## src/rtl/prefix_pkg.sv

```systemverilog
// Shared prefix-symbol definitions used by the append stages and the packer.
package prefix_pkg;
   localparam int SYM_W = 2;

   typedef logic [SYM_W-1:0] sym_t;

   localparam sym_t PFX_10 = 2'b10;
   localparam sym_t PFX_11 = 2'b11;
endpackage

```

## src/rtl/prefix_packer.sv

```systemverilog
// Packs 2-bit prefix symbols MSB-first into WORD_W-bit words, flushing on a
// full word or on in_last, behind a registered output stage.
module prefix_packer
   import prefix_pkg::*;
#(
   parameter int WORD_W = 16
) (
   input  logic                        clk,
   input  logic                        rst_n,
   input  logic                        in_valid,
   output logic                        in_ready,
   input  sym_t                        in_sym,
   input  logic                        in_last,
   output logic                        out_valid,
   input  logic                        out_ready,
   output logic [WORD_W-1:0]           out_word,
   output logic [$clog2(WORD_W):0]     out_bits
);

   localparam int SYMS   = WORD_W / 2;
   localparam int CNT_W  = $clog2(SYMS);
   localparam int BITS_W = $clog2(WORD_W) + 1;

   // Handshakes: a transfer happens on a rising edge where valid && ready;
   // valid never waits on ready, and in_ready never looks at in_valid.

   // Only SYMS-1 symbols ever sit in the accumulator: the symbol that fills
   // the lowest pair always completes the word and goes straight to out_word.
   logic [WORD_W-3:0] acc;
   logic [CNT_W-1:0]  cnt;
   logic [WORD_W-1:0] post;
   logic [BITS_W-1:0] bits_next;
   logic              complete;
   logic              pending;
   logic              accept;

   assign post      = {in_sym, acc};
   assign bits_next = (BITS_W'(cnt) + BITS_W'(1)) << 1;
   assign accept    = in_valid && in_ready;

   always_comb begin
      complete = (cnt == CNT_W'(SYMS - 1)) || in_last;
      pending  = out_valid && !out_ready;
      in_ready = !pending || !complete;
   end

   always_ff @(posedge clk or negedge rst_n) begin
      if (!rst_n) begin
         acc <= '0;
         cnt <= '0;
      end else if (accept) begin
         if (complete) begin
            acc <= '0;
            cnt <= '0;
         end else begin
            acc <= post[WORD_W-1:2];
            cnt <= cnt + CNT_W'(1);
         end
      end
   end

   // A load wins over a drain, giving back-to-back words with no bubble.
   always_ff @(posedge clk or negedge rst_n) begin
      if (!rst_n) begin
         out_valid <= 1'b0;
         out_word  <= '0;
         out_bits  <= '0;
      end else if (accept && complete) begin
         out_valid <= 1'b1;
         out_word  <= post;
         out_bits  <= bits_next;
      end else if (out_ready) begin
         out_valid <= 1'b0;
      end
   end

endmodule

```

## config.mk

```make
export PLATFORM = sky130hd
export DESIGN_NAME = prefix_packer
export DESIGN_NICKNAME = d
export VERILOG_FILES = /design/src/rtl/prefix_pkg.sv /design/src/rtl/prefix_packer.sv
export SDC_FILE = /design/constraint.sdc
export NUM_CORES = 1
export LEC_CHECK = 0
export CAP_MARGIN = 20
export CELL_PAD_IN_SITES_DETAIL_PLACEMENT = 1
export CELL_PAD_IN_SITES_GLOBAL_PLACEMENT = 2
export CORE_MARGIN = 1
export CORE_UTILIZATION = 34
export CTS_BUF_LIST = sky130_fd_sc_hd__clkbuf_8
export CTS_CLUSTER_SIZE = 14
export DETAILED_ROUTE_END_ITERATION = 8
export PLACE_DENSITY_LB_ADDON = 0.1
export RECOVER_POWER = 100
export SLEW_MARGIN = 20
export SYNTH_ARGS = -nofsm -noshare
export SYNTH_HDL_FRONTEND = slang
export SYNTH_SLANG_ARGS = --single-unit
```

## constraint.sdc

```tcl
create_clock -name clk -period 1.7 [get_ports clk]
set_input_delay 0.17 -clock clk [delete_from_list [all_inputs] [get_ports clk]]
set_output_delay 0.17 -clock clk [all_outputs]
set_load 0.03 [all_outputs]
```

==> qor.yml, run 1 <==
yosys.cell_types.count: 19
drv_cap: 0
cp_top_family: "flip-flops"
overflow: 0
critPathKind: "reg2reg"
clk_latency_ps: 290
drt_iter0_drc: 26
drv_slew: 0
h-tree-depth: 2
gp_congestion: 0.679
synth_nets: 102
setup_violations: 0
synthCells: 93
status: "complete, no violations"
seq_area_frac_synth: 0.600
cts_sinks: 38
drtAntennaViolNets: 0
vias_per_cell: 4.87
io_pins: 30
final_util: 0.478
ir_drop_uv: 507
crit_path_end_kind: "register"
cp_cell_sequence: "ha_2 > ha_4 > nor2_4 > nand3b_4 > buf_12 > mux2_4"
drive_above_1_share: 0.470
row_count: 24
critPathBufInv: 1
netlist_area_um2: 1590
worstPathRequired_ps: 1870
clock_path_buffers: 2
slew_headroom: 0.380
fillers: 431
fmax_mhz: 608
area_growth_pct: 33.1
antenna_found_initial: 0
wl_per_cell_um: 15.5
crit_path_start_kind: "register"
power.leakage_nw: 1.04
worst_pin_slew_ps: 930
powerDensity_nw_per_um2: 1050
drcViolationCount: 0
hpwl_um: 1860
hold_path_class: "reg2reg"
grt_pass1_wl_um: 5110
antenna_cells: 0
die_y_um: 70.3
skew_ps: 4.07
fin_crit_ps: 1640
port_buffers: 28
placedCellCount: 174
num_vias: 906
coreArea_um2: 4410
clk_pin_slew_ps: 70
hold_viol: 0
grt_max_degree: 39
instances_no_fill: 186
max_stage_delay_ps: 410
rsz0062_at_grt: "true"
first_pass_iters: 4
tritoncts: "built"
synth-seq-cells: 38
grt_pass1_vias: 953
path_max_fanout: 11
grt_usage: 0.136
syn_area_per_cell_um2: 17.0
drt_wl_total_um: 2890
cts_buffers: 5
start_util: 0.359
dieWidth_um: 70.3
crit_arrival_ps: 1820
nets: 142
fin_crit_sh: 0.967
ys_warn_count: 0
crit_path_top_delay_cell: "dfrtp_1"
die-area_um2: 4940
clockRootBuffer: "clkbuf_8"
==> cell usage after synthesis (all sizes together) <==
cell type,count,area [µm²]
nor2,1,6.26
and3,1,6.26
or2,1,6.26
conb,1,3.75
inv,1,3.75
nand2,1,3.75
a22o,16,160
dfrtp,38,951
mux2i,1,10.0
buf,6,67.6
nand2b,1,13.8
and2,1,6.26
ha,2,25.0
o21ai,1,8.76
mux2,20,293
nand3b,1,20.0
==> cells in the final DEF (no fill, tap or decap) <==
master           instances
a22o_2                  16
and2_1                   1
and3_1                   1
buf_12                   4
buf_2                    1
buf_4                    5
buf_6                    1
clkbuf_2                 1
clkbuf_8                 6
clkdlybuf4s50_1         26
clkinv_2                 1
clkinvlp_4               1
conb_1                   1
dfrtp_1                 38
dlygate4sd3_1            1
ha_2                     1
ha_4                     1
inv_1                    1
mux2_2                   2
mux2_4                  18
mux2i_1                  1
nand2_1                  1
nand2b_4                 1
nand3b_4                 1
nor2_4                   1
o21ai_2                  1
or2_4                    1
==> per-stage QoR <==
stage / total power, mW / hold slack, ps / setup slack [ps] / area [µm²] / TNS, ps
CTS: 2.24 / 467 / 17.8 / 2080 / 0
floorplan: 1.36 / -126 / 39.2 / 1590 / 0
detailed placement: 1.57 / 249 / -48.8 / 1960 / -484
global placement: 1.57 / 252 / -25.7 / 1960 / -290
finish: 2.22 / 513 / 56.0 / 2110 / 0
global route: 2.33 / 533 / -25.1 / 2110 / -180
==> report_power, final <==
group	leakage [nW]	switching, mW	internal (mW)
combinational	0.483	0.250	0.274
sequential	0.509	0.0597	0.990
clock	0.0472	0.319	0.326
==> timing repair <==
item                                   in CTS  in global routing
gates resized for setup                     1                  5
hold buffers                                1                  0
gates cloned                                0                  0
buffers inserted                            2                  1
setup endpoints to repair                  20                 38
pin swaps                                   1                  1
endpoints found under the hold margin      38                  0
==> cell type report <==
class                      instances  area, µm²  area share
sequential                        38        951       0.451
multi-input combinational         48        586       0.278
timing repair buffer              39        409       0.194
clock buffer                       6       82.6      0.0391
tap                               52       65.1      0.0308
clock inverter                     2       12.5     0.00593
inverter                           1       3.75     0.00178
==> worst reg2reg max path: stages, from the launching register on <==
cell and delay (ps):
dfrtp_1 410, ha_2 210, ha_4 160, nor2_4 100, nand3b_4 180, buf_12 160
mux2_4 310
==> flip-flops by register name, indices dropped and copies added (netlist names) <==
name,count
out_word,16
out_valid,1
out_bits,4
cnt,3
acc,14
==> kinds of logic (layout without fill, tap and decap cells) <==
group           count (synthesis)  in the layout  synth area share
buf+inv                         7             48            0.0450
simple gates                    7              7            0.0395
other cells                     1              1           0.00237
flops                          38             38             0.600
mux                            21             21             0.191
fa+ha+maj                       2              2            0.0158
compound gates                 17             17             0.107
==> worst paths after layout <==
path	startpoint	end	slack [ps]	depth (start not counted)
hold / removal	out_word[1]	out_word[1]	510	1
hold reg to reg	out_word[1]	out_word[1]	510	1
min in group asynchronous	rst_n	out_bits[4]	630	3
setup / recovery	cnt[1]	out_word[0]	60	6
setup reg to reg	cnt[1]	out_word[0]	60	6
max in group asynchronous	rst_n	out_word[14]	500	3
==> metal layers <==
| metal | vias to the layer above | global-route usage | part of all wire |
|---|---|---|---|
| met2 | 23 | 0.204 | 0.48 |
| met3 | 2 | 0.0447 | 0.044 |
| met4 | 0 | 0.0533 | 0.0090 |
| met5 | - | 0 | 0 |
| li1 | 412 | - | - |
| met1 | 469 | 0.180 | 0.46 |
Power figures use the tool's default switching activity.
==> inputs of run 2 (changes only) <==
--- a/config.mk
+++ b/config.mk
@@ -13,6 +13,7 @@
 export CTS_BUF_LIST = sky130_fd_sc_hd__clkbuf_8
 export CTS_CLUSTER_SIZE = 14
 export DETAILED_ROUTE_END_ITERATION = 8
+export GPL_TIMING_DRIVEN = 0
 export PLACE_DENSITY_LB_ADDON = 0.1
 export RECOVER_POWER = 100
 export SLEW_MARGIN = 20
==> run 2 against run 1 <==
Net effect:
- the run now ends with setup timing left
- combinational power is essentially flat
- wire length is 8.1% higher
- sequential power is essentially flat
- clock skew decreased by 1.8 ps
- die area is the same
- final area grew 1.7%
- setup slack got worse by 69 ps
- count of clock-buffer cells in the layout unchanged
- sequential cell count stayed put
- highest routed layer unchanged
==> qor.yml, run 2 (same netlist as run 1, synthesis figures left out) <==
status: "complete, but fails checks"
violations: "setup timing"
crit_arrival_ps: 1880
path_max_fanout: 5
largest_reg_flops: 16
cts_sinks: 38
cts_buffers: 5
wl_met1_um: 1490
grt_max_degree: 24
setup-tns-final_ps: -35.3
clock_path_buffers: 2
fillers: 413
vias_per_cell: 4.77
clk_latency_ps: 290
grt_usage: 0.146
hold_slack_ps: 496
wl_met3_um: 133
start_util: 0.359
wl_per_cell_um: 16.4
setup_violations: 5
fin_crit_ps: 1710
grt_pass1_vias: 1000
slew_headroom: 0.448
worstPathRequired_ps: 1870
dieWidth_um: 70.3
clockRootBuffer: "clkbuf_8"
antenna_found_initial: 0
power_mw: 2.20
port_buffers: 28
crit_path_start_kind: "register"
coreArea_um2: 4410
die-area_um2: 4940
io_pins: 30
hold_viol: 0
gp_congestion: 0.646
powerDensity_nw_per_um2: 1020
clk_pin_slew_ps: 70
num_vias: 906
critPathKind: "reg2reg"
row_count: 24
die_y_um: 70.3
top_layer: "met4"
mostFrequentLayoutCells: "dfrtp_1 (38), dlygate4sd3_1 (20), mux2_4 (18)"
largest-register: "out_word"
ir_drop_uv: 399
hold_path_class: "in2async"
drv_slew: 0
instances_no_fill: 190
antenna_cells: 0
drt_iter0_drc: 26
grt_pass1_wl_um: 5340
drive_above_1_share: 0.471
wl_met2_um: 1470
overflow: 0
timing.final.ws_setup_ps: -13.2
layout_commonest_cell: "dfrtp_1"
largestRegisters: "out_word (16), acc (14), out_bits (4)"
drt_wl_total_um: 3120
first_pass_iters: 4
skew_ps: 2.30
crit_path_end_kind: "register"
nets: 146
drcViolationCount: 0
power.leakage_nw: 1.12
h-tree-depth: 2
fin_crit_sh: 1.01
fmax_mhz: 584
hpwl_um: 2000
worst_pin_slew_ps: 828
rsz0062_at_grt: "true"
drtAntennaViolNets: 0
drv_cap: 0
area_growth_pct: 35.4
tritoncts: "built"
placedCellCount: 174
-- run 2: final timing paths --
check | depth (start not counted) | to | from | slack (ps)
hold reg to reg | 1 | out_word[7] | out_word[7] | 510
min in group clk | 1 | out_word[7] | out_word[7] | 510
max in group asynchronous | 3 | out_word[8] | rst_n | 210
hold / removal | 2 | out_bits[2] | rst_n | 500
setup / recovery | 7 | out_word[6] | cnt[1] | -10
setup reg to reg | 7 | out_word[6] | cnt[1] | -10
-- run 2: critical path, stage by stage, from the launching register on --
cell,delay (ps)
dfrtp_1,400
ha_2,210
ha_4,160
nor2_4,110
nand3b_4,190
buf_12,120
buf_12,110
mux2_4,300
-- run 2: timing repair --
| action | in CTS | in global routing |
|---|---|---|
| setup endpoints to repair | 29 | 29 |
| pin swaps | 2 | 1 |
| setup buffers | 5 | 2 |
| cloned | 1 | 0 |
| hold buffers | 1 | 0 |
| hold endpoints to repair | 15 | 0 |
| gates resized for setup | 16 | 0 |
-- run 2: report_power, final --
part | internal (mW) | leakage, nW | switching (mW)
combinational | 0.267 | 0.555 | 0.260
clock | 0.321 | 0.0524 | 0.301
sequential | 0.991 | 0.509 | 0.0562
-- run 2: per-stage QoR --
stage | util | cell area (µm²) | worst slack, ps
final | 0.486 | 2150 | -13.2
after global routing | 0.486 | 2150 | -84.9
after CTS | 0.494 | 2180 | 1.64
after detailed placement | 0.442 | 1950 | -252
after global placement | 0.437 | 1930 | -465
after floorplan | - | 1590 | 39.2
-- run 2: final cells by class --
type                            instances  area (µm²)  area share
Buffer                                  6        77.6      0.0362
Multi-Input combinational cell         48         586       0.273
Clock inverter                          2        8.76     0.00408
Tap cell                               52        65.1      0.0303
Clock buffer                            6        82.6      0.0385
Timing Repair Buffer                   37         372       0.173
Sequential cell                        38         951       0.443
Inverter                                1        3.75     0.00175
-- run 2: layer usage --
layer	up-vias	GRT usage
met4	0	0.0533
li1	420	-
met3	4	0.0534
met2	21	0.211
met5	-	0
met1	461	0.199
